### config.mk
export PLATFORM = sky130hd
export DESIGN_NAME = cp0_intc
export DESIGN_NICKNAME = d
export VERILOG_FILES = /design/src/rtl/cp0_intc.sv
export SDC_FILE = /design/constraint.sdc
export NUM_CORES = 1
export LEC_CHECK = 0
export BUFFER_PORTS_ARGS = -buffer_cell sky130_fd_sc_hd__buf_2
export CORE_ASPECT_RATIO = 1.75
export CORE_MARGIN = 1
export CORE_UTILIZATION = 37
export DETAILED_ROUTE_END_ITERATION = 8
export HOLD_SLACK_MARGIN = 0.08
export SETUP_SLACK_MARGIN = 0.5
export SLEW_MARGIN = 20
export SYNTH_ARGS = -nofsm -noshare
export SYNTH_HDL_FRONTEND = slang
export SYNTH_SLANG_ARGS = --single-unit
### constraint.sdc
create_clock -name clk -period 3.6 [get_ports clk]
set_input_delay 0 -clock clk [delete_from_list [all_inputs] [get_ports clk]]
set_output_delay 0 -clock clk [all_outputs]
set_load 0.02 [all_outputs]
### src/rtl/cp0_intc.sv
// cp0_intc: coprocessor-0 for the multi-cycle MIPS core.
// Holds Status/Cause/EPC, takes synchronous exceptions and masked vectored
// external interrupts, and keeps a three-level IE stack in Status[2:0] so a
// handler can re-enable interrupts and be nested once more.
// Optional Count/Compare timer is built when CP0_TIMER_EN is defined; without
// it registers 9/11 read 0, Cause[30] stays 0 and timer_int is tied low.
module cp0_intc #(
  parameter int          NUM_IRQ    = 6,
  parameter logic [31:0] EXC_VECTOR = 32'h0000_0004,
  parameter int          TIMER_DIV  = 2
) (
  input  logic               clk,
  input  logic               rst,
  input  logic               mfc0,
  input  logic               mtc0,
  input  logic [31:0]        pc,
  input  logic [4:0]         rd,
  input  logic [31:0]        wdata,
  input  logic               exception,
  input  logic               eret,
  input  logic [4:0]         cause,
  input  logic [NUM_IRQ-1:0] irq,
  output logic [31:0]        rdata,
  output logic [31:0]        status,
  output logic               int_req,
  output logic               timer_int,
  output logic [31:0]        exc_addr
);

  localparam logic [4:0] REG_COUNT   = 5'd9;
  localparam logic [4:0] REG_COMPARE = 5'd11;
  localparam logic [4:0] REG_STATUS  = 5'd12;
  localparam logic [4:0] REG_CAUSE   = 5'd13;
  localparam logic [4:0] REG_EPC     = 5'd14;

  logic [31:0]        status_q;
  logic [31:0]        epc_q;
  logic [31:0]        exc_addr_q;
  logic [4:0]         exc_code_q;
  logic [NUM_IRQ-1:0] irq_q;
  logic               ti_q;
  logic [31:0]        cause_val;
  logic               accept;
  logic               mtc0_act;

  // mtc0 only acts when neither exception nor eret claims the cycle
  assign mtc0_act = mtc0 & ~exception & ~eret;

  assign int_req = status_q[0] &
                   ((|(irq_q & status_q[16 +: NUM_IRQ])) | (ti_q & status_q[30]));

  // Assemble the architectural view of Cause from its live fields
  always_comb begin
    cause_val                 = '0;
    cause_val[6:2]            = exc_code_q;
    cause_val[16 +: NUM_IRQ]  = irq_q;
    cause_val[30]             = ti_q;
  end

  // Decide whether the requested exception is taken this cycle
  always_comb begin
    accept = 1'b0;
    case (cause)
      5'd0:    accept = int_req;
      5'd8:    accept = status_q[0] & ~status_q[8];
      5'd9:    accept = status_q[0] & ~status_q[9];
      5'd13:   accept = status_q[0] & ~status_q[11];
      default: accept = status_q[0];
    endcase
  end

  // Status/Cause/EPC/redirect state; exception beats eret beats mtc0
  always_ff @(posedge clk) begin
    if (rst) begin
      status_q   <= '0;
      epc_q      <= '0;
      exc_addr_q <= '0;
      exc_code_q <= '0;
      irq_q      <= '0;
    end else begin
      irq_q <= irq;
      if (exception) begin
        if (accept) begin
          status_q[2:0] <= {status_q[1:0], 1'b0};
          exc_code_q    <= cause;
          epc_q         <= pc;
          exc_addr_q    <= EXC_VECTOR;
        end else begin
          exc_addr_q    <= pc;
        end
      end else if (eret) begin
        status_q[2:0] <= {1'b1, status_q[2:1]};
        exc_addr_q    <= epc_q;
      end else if (mtc0_act && rd == REG_STATUS) begin
        status_q <= wdata;
      end else if (mtc0_act && rd == REG_EPC) begin
        epc_q <= wdata;
      end
    end
  end

`ifdef CP0_TIMER_EN
  localparam int PRESC_W = (TIMER_DIV > 1) ? $clog2(TIMER_DIV) : 1;

  logic [PRESC_W-1:0] presc_q;
  logic [31:0]        count_q;
  logic [31:0]        compare_q;
  logic [31:0]        count_inc;
  logic               tick;
  logic               count_wr;
  logic               compare_wr;

  assign count_wr   = mtc0_act & (rd == REG_COUNT);
  assign compare_wr = mtc0_act & (rd == REG_COMPARE);
  assign tick       = (presc_q == PRESC_W'(TIMER_DIV - 1));
  assign count_inc  = count_q + 32'd1;

  // Prescaler and Count; a software load restarts the prescale period
  always_ff @(posedge clk) begin
    if (rst) begin
      presc_q <= '0;
      count_q <= '0;
    end else if (count_wr) begin
      presc_q <= '0;
      count_q <= wdata;
    end else if (tick) begin
      presc_q <= '0;
      count_q <= count_inc;
    end else begin
      presc_q <= presc_q + PRESC_W'(1);
    end
  end

  // Compare register
  always_ff @(posedge clk) begin
    if (rst) begin
      compare_q <= '0;
    end else if (compare_wr) begin
      compare_q <= wdata;
    end
  end

  // TI is sticky until software rewrites Compare, which also beats a match
  always_ff @(posedge clk) begin
    if (rst) begin
      ti_q <= 1'b0;
    end else if (compare_wr) begin
      ti_q <= 1'b0;
    end else if (tick && !count_wr && count_inc == compare_q) begin
      ti_q <= 1'b1;
    end
  end
`else
  assign ti_q = 1'b0;
`endif

  // Combinational mfc0 read port; unimplemented registers read as zero
  always_comb begin
    rdata = '0;
    if (mfc0) begin
      case (rd)
`ifdef CP0_TIMER_EN
        REG_COUNT:   rdata = count_q;
        REG_COMPARE: rdata = compare_q;
`endif
        REG_STATUS:  rdata = status_q;
        REG_CAUSE:   rdata = cause_val;
        REG_EPC:     rdata = epc_q;
        default:     rdata = '0;
      endcase
    end
  end

  assign status    = status_q;
  assign exc_addr  = exc_addr_q;
  assign timer_int = ti_q;

endmodule

# --- After elaboration in Yosys (flattened, before gate mapping) ---
# Index checks and enable logic that the tools add are counted.
word_totals:
  ff_bits: 107
  elab_cells: 53
op_classes:
  eq_ne: 9
  muxes: 15
  bitwise_logic: 12
  reduce_logical: 11
op_table:
  columns: ["op", "n"]
  rows:
  - ["$mux 32", 9]
  - ["$pmux 32 s3", 1]
  - ["$eq 5x4->1 const B", 6]
  - ["$mux 3", 4]
  - ["$and 1x1->1", 6]
  - ["$and 6x6->6", 1]
  - ["$reduce_or 6->1", 1]
  - ["$logic_not 5->1", 1]
  - ["$not 1->1", 5]
  - ["$ne 2x2->1 const B", 2]
  - ["$pmux 1 s4", 1]
  - ["$reduce_and 2->1", 2]
  - ["$reduce_and 4->1", 1]
  - ["$reduce_bool 2->1", 2]
  - ["$reduce_and 3->1", 1]
  - ["$reduce_bool 3->1", 1]
  - ["$logic_and 1x1->1", 2]
  - ["$ne 2x1->1 const B", 1]

# --- Logic depth before layout (Yosys ltp) ---
# Gate-level depths: netlist of run 1.
depth:
  depth_word: 8
  depth_mapped: 8

# --- Worst setup path before layout of run 1 ---
# Ideal clock, no wire load.
synth_path:
  path_type: "register to register"
  from: "register status_q[8] (netlist: status[8])"
  to: "register exc_code_q[0]"
  setup_ns: 0.128
  arrival_ns: 1.659
  required_time_ns: 3.472
  slack_ns: 1.814
  path_stages_with_launch: 8
  path_cell_list: "dfxtp_1 > nor2b_1 > o31a_1 > o311ai_4 > buf_6 > buf_6 > mux2i_1 > nor2_1"
synth_via:
  elab_chain_cells: 4
synth_rtl:
  columns: ["element", "line", "rtl"]
  rows:
  - ["start: declaration", "36", "logic [31:0] status_q;"]
  - ["start signal: assignment", "95", "status_q <= wdata;"]
  - ["$not 1->1", "65", "5'd8: accept = status_q[0] & ~status_q[8];"]
  - ["$and 1x1->1", "65", null]
  - ["$pmux 1 s4", "63", "case (cause)"]
  - ["$reduce_and 2->1 (no line)", null, null]
  - ["end signal: assignment", "85", "exc_code_q <= cause;"]
  - ["end: declaration", "39", "logic [4:0] exc_code_q;"]
# No other way between the ends.
# A chain may end at the register's enable or synchronous reset.

# --- Worst setup path in the final report of run 1 ---
layout_path:
  from: "register status_q[8] (netlist: status[8])"
  to: "register status_q[1] (netlist: status[1])"
layout_via:
  elab_chain_cells: 5
layout_rtl:
  columns: ["element", "line"]
  rows:
  - ["$not 1->1", "65"]
  - ["$and 1x1->1", "65"]
  - ["$pmux 1 s4", "63"]
  - ["$ne 2x1->1 (no line)", null]
  - ["$reduce_and 2->1 (no line)", null]
# No other way between the ends.

==> impl_metrics.tcl, run 1 <==
set metrics [dict create \
    fin_cells 1024 \
    core_area_um2 13300 \
    fin_hold_ws_ps 141 \
    power.density_nw_per_um2 362 \
    hold_class "in -> reg" \
    clk_pin_slew_ps 70 \
    synth_top_family_by_area "compound AO/OA/AOI/OAI gates" \
    ff_latch_area_um2 2140 \
    avgSynthCellArea_um2 8.09 \
    min_path_cells 2 \
    fp.dieH_um 156 \
    fp-row-count 56 \
    drtIter0Drc 254 \
    grt_overflow_total 0 \
    synth_mux_area_share_pct 9.55 \
    switching_power_mw 0.649 \
    final_common_cell "buf_2" \
    period_share_pct 66.8 \
    final_cell_mix "buf_2 (181), nor2_1 (176), dfxtp_1 (107), dlygate4sd3_1 (75), nand2_1 (61)" \
    tightest_slew_ps 1110 \
    syn2layout_area_growth_pct 40.1 \
    synth_fa_ha_area_share_pct 0 \
    fin_nets 931 \
    status "finished clean" \
    reg2reg_slack_ps 1200 \
    drc 0 \
    clk_latency_ps 350 \
    netlist_area_um2 5030 \
    cp_data_required_time_ps 3840 \
    worstSetupPathType "reg -> reg" \
    multi_input_area_um2 2630 \
    setup_viol 0 \
    vdd_drop_max_mv 0.203 \
    hold_start "rst" \
    synth_xor_area_share_pct 0 \
    cts-root-buf "clkbuf_16" \
    synth-edff-count 0 \
    end_kind "flip-flop" \
    io_pins 184 \
    port_buffers 182 \
    wl_um 18200 \
    critical_path.max_stage_delay_ps 970 \
    synth-compound-area-share_pct 21.8 \
    finalHoldViolations 0 \
    fillers 1325 \
    die_area_um2 14100 \
    syn_inst 622 \
    max_freq_mhz 416 \
    drv_slew 0 \
    syn_nets 708 \
    synthSimpleGateAreaFrac_pct 20.6 \
    detail-route-antenna-nets 0 \
    grt_use_total_pct 25.3 \
    place_inst 933 \
    start_util_pct 37.8 \
    htree_levels 3 \
    fin_crit_ps 2400 \
    place_congestion 0.806 \
    slowest_stage "o31ai_4" \
    place_hpwl_um 12000 \
    setup_tns_ps 0 \
    r2r_end "status[1]" \
    synth_top_area_cell "dfxtp_1" \
    synth_area_leaders "dfxtp_1 (43%), nor2_1 (13%), mux2i_1 (9.5%)" \
    switching_share_pct 25.5 \
    grt_max_degree 110 \
    seq_area_frac_synth_pct 42.6 \
    maxCapViolCount 0 \
    p_int_mw 1.90 \
    layout-drive-gt1-share_pct 24.9 \
    pwr-share-clk_pct 38.1 \
    cts_buffers 9 \
    synth_ff_type "dfxtp_1" \
    yosysWarnings 0 \
    cts_buffer_depth 2 \
    synth_top_area_share_pct 42.6 \
    synthArstFlopShare_pct 0 \
    dr.pass1.iters 5 \
    viasPerCell 5.40 \
    clkSinkCount 107 \
    comb_power_share_pct 13.4 \
    wire_per_inst_um 17.8 \
    antenna_found_initial 0 \
    leakagePower_nw 3.11 \
    path_cells "nor2b_1, o31a_1, o31ai_4, a21oi_1, o221a_1" \
    slew-limit-headroom_pct 25.8 \
    rr_startpoint "status[8]" \
    cts_tree "yes" \
    startpoint_type "flip-flop" \
    min_to "exc_addr[0]" \
    synth.distinct_cells 38 \
    worstPathMaxFanout 19 \
    rsz0062_at_grt "false" \
    vias 5531 \
    ys_ff_latch 107 \
    first_global_vias 5413 \
    die_x_um 90.2 \
    diodes 0 \
    fin_skew_ps 10.8 \
    seq_power_share_pct 48.6 \
    rr_worst_depth 5 \
    grt_pass1_wl_um 27900 \
    worstPathArrival_ps 2650 \
]
[worst max-delay path, delay by kind of cell (launching register included)]
kind            cells  cell delay, ps
simple gates        1              70
flops               1             410
compound gates      4            1820
[cell families (layout without fill, tap and decap cells)]
kind of cell,count (synthesis),in the layout
other,1,1
AND/OR/NAND/NOR,259,259
multiplexers,48,48
AO/OA/AOI/OAI,145,145
buffers and inverters,62,290
flip-flops,107,107
[synth_stat cells (2+ instances only)]
master,count
a21oi_1,44
a22oi_1,24
a31oi_1,33
buf_2,13
buf_4,3
buf_6,2
clkbuf_1,37
dfxtp_1,107
inv_1,6
mux2i_1,48
nand2_1,61
nand2b_1,2
nand3_1,2
nor2_1,176
nor2b_1,10
o221a_1,32
[worst max path at each step]
stage	end	startpoint	depth (start not counted)	slack, ps
floorplan	exc_code_q[0]	status[8]	7	1810
detailed placement	status[1]	status[8]	5	1240
global placement	status[1]	status[16]	5	1240
finish	status[1]	status[8]	5	1200
global route	exc_addr[17]	status[20]	6	1050
CTS	epc_q[23]	status[20]	6	1220
[metrics by stage]
step / area, µm² / setup WS, ps / util, % / power, mW
floorplan: 5030 / 1810 / - / 1.42
global placement: 6010 / 1240 / 45.1 / 1.54
detailed placement: 6010 / 1240 / 45.1 / 1.54
CTS: 7050 / 1220 / 52.9 / 2.57
global route: 7050 / 1050 / 53.0 / 2.65
finish: 7050 / 1200 / 53.0 / 2.55
[power by group through the flow]
stage / clock [mW] / combinational [mW] / sequential (mW)
global placement: 0 / 0.272 / 1.26
finish: 0.971 / 0.341 / 1.24
detailed placement: 0 / 0.275 / 1.27
floorplan: 0 / 0.132 / 1.29
CTS: 0.989 / 0.338 / 1.24
global route: 1.04 / 0.364 / 1.24
[area by class of cell]
cell class	instances	share of cell area (%)
Inverter	6	0.319
Clock buffer	13	3.83
Timing Repair Buffer	268	24.8
Clock inverter	3	0.302
Tap cell	174	3.09
Sequential cell	107	30.4
Multi-Input combinational cell	453	37.3
[flip-flops by register name, indices dropped and copies added (netlist names)]
name,flops
status,32
exc_code_q,5
exc_addr,32
irq_q,6
epc_q,32
[layer usage]
metal | share of wire (%) | global-route usage, % | up-vias
met3 | 5.2 | 3.94 | 41
met5 | 0 | 0 | -
met4 | 3.6 | 12.7 | 0
li1 | - | - | 2616
met1 | 37 | 27.3 | 2635
met2 | 54 | 47.3 | 239
[what timing repair did]
item / in CTS / in global routing
hold buffers: 75 / 0
buffers inserted: 0 / 0
resized for setup: 0 / 0
hold endpoints to repair: 106 / 0
Note: power is estimated with default switching activity, not from simulation.
==> run 2: changes to the inputs <==
==> constraint.sdc (replaced) <==
create_clock -name clk -period 2.3 [get_ports clk]
set_input_delay 0 -clock clk [delete_from_list [all_inputs] [get_ports clk]]
set_output_delay 0 -clock clk [all_outputs]
set_load 0.02 [all_outputs]
==> run 2 against run 1 <==
Net effect: sequential power up 56%; global-route usage up 0.85 points; cell count rose by 2.2%; clock power grew 67%; sequential share of layout area is 1.4 points lower; clock-buffer cell count decreased by 2; sequential cell count unchanged; largest power group unchanged.
==> impl_metrics.tcl, run 2 (synthesis gave the netlist of run 1 again) <==
set metrics [dict create \
    status "finished clean" \
    pwr-share-clk_pct 39.4 \
    layout-drive-gt1-share_pct 27.8 \
    setup_tns_ps 0 \
    worstPathMaxFanout 7 \
    fillers 1268 \
    vdd_drop_max_mv 0.323 \
    p_int_mw 3.07 \
    worstPathArrival_ps 2050 \
    first_global_vias 5498 \
    core_area_um2 13300 \
    tightest_slew_ps 765 \
    drtIter0Drc 268 \
    leakagePower_nw 3.27 \
    rsz0062_at_grt "true" \
    switching_power_mw 1.04 \
    grt_max_degree 72 \
    vias 5675 \
    drc 0 \
    cts-root-buf "clkbuf_16" \
    slowest_stage "dfxtp_4" \
    comb_power_share_pct 13.5 \
    slew-limit-headroom_pct 49.0 \
    end_kind "flip-flop" \
    cts_tree "yes" \
    die_x_um 90.2 \
    fin_crit_ps 1810 \
    start_util_pct 37.8 \
    die_area_um2 14100 \
    clk_latency_ps 350 \
    fin_hold_ws_ps 154 \
    drv_slew 0 \
    antenna_found_initial 1 \
    startpoint_type "flip-flop" \
    worstSetupPathType "reg -> reg" \
    htree_levels 3 \
    port_buffers 182 \
    power.density_nw_per_um2 555 \
    detail-route-antenna-nets 0 \
    final_common_cell "buf_2" \
    viasPerCell 5.42 \
    fin_skew_ps 7.45 \
    place_congestion 0.799 \
    fp-row-count 56 \
    final_cell_mix "buf_2 (181), nor2_1 (176), dfxtp_1 (104), dlygate4sd3_1 (76), nand2_1 (60)" \
    cts_buffers 9 \
    fin_nets 953 \
    p_total_mw 4.11 \
    io_pins 184 \
    fp.dieH_um 156 \
    path_cells "o211ai_1, o31a_1, o311ai_4, buf_6, buf_12, clkbuf_16, o221a_1" \
    final_cell_area_um2 7400 \
    cp_data_required_time_ps 2540 \
    clkSinkCount 107 \
    setup_viol 0 \
    grt_use_total_pct 26.1 \
    clk_pin_slew_ps 70 \
    place_hpwl_um 12400 \
    switching_share_pct 25.3 \
    grt_pass1_wl_um 28600 \
    seq_power_share_pct 47.1 \
    wl_um 18700 \
    period_share_pct 78.5 \
    cts_buffer_depth 2 \
    dr.pass1.iters 5 \
    max_freq_mhz 554 \
    critical_path.max_stage_delay_ps 360 \
    maxCapViolCount 0 \
    wire_per_inst_um 17.8 \
    finalHoldViolations 0 \
    grt_overflow_total 0 \
    syn2layout_area_growth_pct 47.1 \
    hold_class "in -> reg" \
    placed_area_um2 6110 \
]
[run 2: cell count changes in the layout (fill, tap and decap cells not counted), moves of 2 or more]
| cell | before | now |
|---|---|---|
| dfxtp_2 | 0 | 2 |
| buf_4 | 11 | 21 |
| buf_16 | 0 | 2 |
| dfxtp_1 | 107 | 104 |
| a22oi_1 | 24 | 21 |
| buf_12 | 0 | 5 |
| buf_6 | 1 | 4 |
| a22oi_2 | 0 | 3 |
| clkinvlp_4 | 1 | 3 |
[run 2: per-layer routing]
layer	vias to the layer above	track usage [%]	part of all wire (%)
met2	276	48.6	52
li1	2658	-	-
met3	71	2.87	5.5
met4	0	17.7	5.8
met1	2670	27.4	37
met5	-	0	0
[run 2: path summary, 6_finish.rpt]
kind	endpoint	depth (start not counted)	slack, ps	startpoint
worst max register to register	epc_q[13]	7	490	status[9]
worst min register to register	status[3]	2	470	status[3]
worst max-delay path	epc_q[13]	7	490	status[9]
worst min-delay path	status[0]	4	150	mtc0
[run 2: worst max-delay path, delay by kind of cell (launching register included)]
kind	cells	cell delay, ps
AOI/OAI and AO/OA	4	860
DFF	1	360
buffers and inverters	3	470
[run 2: power groups by stage]
stage	sequential [mW]	clock (mW)	combinational [mW]
floorplan	2.01	0	0.206
global placement	1.98	0	0.436
detailed placement	1.98	0	0.442
CTS	1.94	1.64	0.550
global route	1.94	1.72	0.595
finish	1.94	1.62	0.557
[run 2: cell type report]
cell class	instances	area, µm²	area share [%]
diodes	1	2.50	0.0338
clock buffers	11	253	3.41
clock inverters	5	61.3	0.828
inverters	6	22.5	0.304
multi-input cells	453	2650	35.8
flip-flops and latches	107	2150	29.0
well taps	174	218	2.94
repair buffers	290	2050	27.7
[run 2: metrics by stage]
step | instances | utilization (%) | worst slack [ps]
2_1_floorplan | 622 | - | 514
3_3_place_gp | 944 | 45.9 | 436
3_5_place_dp | 944 | 45.9 | 380
4_1_cts | 1043 | 55.1 | 481
5_1_grt | 1047 | 55.6 | 422
6_report | 1047 | 55.6 | 494
[run 2: what timing repair did]
item / in CTS / in global routing
hold buffers: 76 / 0
endpoints found under the hold margin: 106 / 0
gates cloned: 2 / 1
buffers inserted: 5 / 2
resized for setup: 11 / 7
endpoints found under the setup margin: 55 / 66
pin swaps: 3 / 3
==> run 3: changes to the inputs <==
--- a/config.mk
+++ b/config.mk
@@ -5,6 +5,7 @@
 export SDC_FILE = /design/constraint.sdc
 export NUM_CORES = 1
 export LEC_CHECK = 0
+export ABC_AREA = 1
 export BUFFER_PORTS_ARGS = -buffer_cell sky130_fd_sc_hd__buf_2
 export CORE_ASPECT_RATIO = 1.75
 export CORE_MARGIN = 1
==> constraint.sdc (replaced) <==
create_clock -name clk -period 1.45 [get_ports clk]
set_input_delay 0 -clock clk [delete_from_list [all_inputs] [get_ports clk]]
set_output_delay 0 -clock clk [all_outputs]
set_load 0.02 [all_outputs]
==> run 3 against run 2 <==
Net effect: sequential power grew 64%; utilization up 12 points; clock skew is essentially flat; wire length up 22%; cell count up 26%; largest power group unchanged; worst hold slack got worse by 81 ps; the flow now finishes with violations (negative setup slack); critical path depth increased by 4; critical endpoint is now epc_q[5].
==> impl_metrics.tcl, run 3 <==
set metrics [dict create \
    fin_crit_ps 1450 \
    hold_class "in -> reg" \
    first_global_vias 6620 \
    vias 6940 \
    diodes 0 \
    synthArstFlopShare_pct 0 \
    synth_top_area_share_pct 40.1 \
    worst_slack_ps -0.133 \
    cts_buffer_depth 2 \
    start_util_pct 38.2 \
    cts_tree "yes" \
    power.density_nw_per_um2 770 \
    antenna_found_initial 0 \
    clkSinkCount 107 \
    drv_slew 0 \
    detail-route-antenna-nets 0 \
    grt_max_degree 39 \
    dr.pass1.iters 5 \
    fin_nets 1225 \
    yosysWarnings 0 \
    synth-edff-count 0 \
    cp_data_required_time_ps 1690 \
    clk_latency_ps 350 \
    syn2layout_area_growth_pct 77.4 \
    vdd_drop_max_mv 0.559 \
    worstPathArrival_ps 1690 \
    drtIter0Drc 317 \
    period_share_pct 100 \
    die_area_um2 14900 \
    yosys-top-cells-count "nand2_1 (201), a21oi_1 (119), nor2_1 (108)" \
    syn_inst 832 \
    p_total_mw 7.30 \
    avgSynthCellArea_um2 6.42 \
    drc 0 \
    die_x_um 92.8 \
    worstSetupPathType "reg -> reg" \
    layout-drive-gt1-share_pct 44.1 \
    end_kind "flip-flop" \
    maxCapViolCount 0 \
    fin_util_pct 67.8 \
    ys_ff_latch 107 \
    fp.dieH_um 161 \
    wl_um 22700 \
    placed_area_um2 6730 \
    finalHoldViolations 0 \
    cts-root-buf "clkbuf_16" \
    reg2reg_slack_ps -0.1 \
    syn_nets 918 \
    max_freq_mhz 690 \
    viasPerCell 5.25 \
    final_common_cell "nand2_1" \
    synth.distinct_cells 24 \
    final_cell_area_um2 9480 \
    startpoint_type "flip-flop" \
    yosysMostFrequentCell "nand2_1" \
    setup_viol 1 \
    final_cell_mix "nand2_1 (141), buf_2 (122), nor2_1 (103), buf_6 (85), o21ai_0 (82)" \
    port_buffers 182 \
    synth_area_leaders "dfxtp_1 (40%), nand2_1 (14%), a21oi_1 (11%)" \
    synth_ff_type "dfxtp_1" \
    worstPathMaxFanout 12 \
    synth_top_area_cell "dfxtp_1" \
    status "finished with violations" \
    place_congestion 0.878 \
    seq_area_frac_synth_pct 40.1 \
    grt_pass1_wl_um 33000 \
    htree_levels 3 \
    leakagePower_nw 4.73 \
    io_pins 184 \
    fin_skew_ps 7.78 \
    violations "negative setup slack" \
    grt_use_total_pct 28.3 \
    place_hpwl_um 13600 \
    rsz0062_at_grt "true" \
    fp-row-count 57 \
    core_area_um2 14000 \
    wire_per_inst_um 17.2 \
    clk_pin_slew_ps 70 \
    cts_buffers 9 \
    netlist_area_um2 5340 \
    grt_overflow_total 0 \
]
-- run 3: cell types whose count changed after synthesis, moves of 5 or more --
cell      delta
inv_2        +6
o21ai_0     +95
a21oi_1     +75
nor2_1      -68
nand3_1     +53
buf_2        +6
a31oi_1     -33
o221a_1     -32
clkbuf_1     -5
nand2_1    +140
a22oi_1     -24
nor2b_1     -10
mux2i_1     -41
inv_1       +52
-- run 3: critical path, stage by stage (launching register included) --
cell and delay [ps]:
dfxtp_2 330, inv_1 60, nand2_1 60, a21oi_2 130, nor2_2 50, nand2_2 100, nand3_4 100, nand2_8 140
buf_6 160, nand3_1 70, nand2_1 70, nor2_1 40
-- run 3: final timing paths --
check,startpoint,endpoint,cells after the start
hold reg to reg,exc_code_q[1],exc_code_q[1],2
setup / recovery,status[9],epc_q[5],11
setup reg to reg,status[9],epc_q[5],11
hold / removal,rst,irq_q[4],3
-- run 3: per-stage QoR --
stage | worst slack [ps] | setup TNS [ps] | std cells | hold slack, ps
detailed placement | 11.1 | 0 | 1175 | 234
CTS | 23.5 | 0 | 1301 | 135
finish | -0.133 | -0.133 | 1321 | 73.1
global placement | 16.4 | 0 | 1175 | 229
global route | -116 | -3430 | 1321 | 79.8
floorplan | 70.4 | 0 | 832 | 107
-- run 3: report_power, final --
group          internal [mW]  switching [mW]
logic                  0.700           0.842
registers               3.09          0.0977
clock network           1.40            1.17
total                   5.19            2.11
-- run 3: layout make-up --
type | count | area (µm²)
Tap cell | 177 | 221
Clock inverter | 5 | 60.1
Clock buffer | 11 | 243
Fill cell | 1171 | 4500
Sequential cell | 107 | 2230
Timing Repair Buffer | 357 | 3180
Multi-Input combinational cell | 597 | 3280
Inverter | 67 | 264
-- run 3: logic make-up after synthesis --
| logic type | synth area share (%) |
|---|---|
| buffers and inverters | 10.2 |
| other | 0.0702 |
| muxes | 1.31 |
| AOI/OAI and AO/OA | 20.9 |
| and+or+nand+nor | 27.4 |
| DFF | 40.1 |
-- run 3: layer usage --
layer  global-route usage (%)  wire [µm]  up-vias
met5                        0          0        -
met4                     16.4       1240        0
met3                     3.98        910       87
met2                     51.0      12200      250
met1                     30.8       8330     3305
li1                         -          -     3298
-- run 3: repair_timing --
item	CTS	global route
resized for setup	179	213
endpoints found under the hold margin	104	0
setup buffers	33	18
hold buffers	74	0
pin swaps	23	49
gates cloned	3	3
setup endpoints to repair	117	156
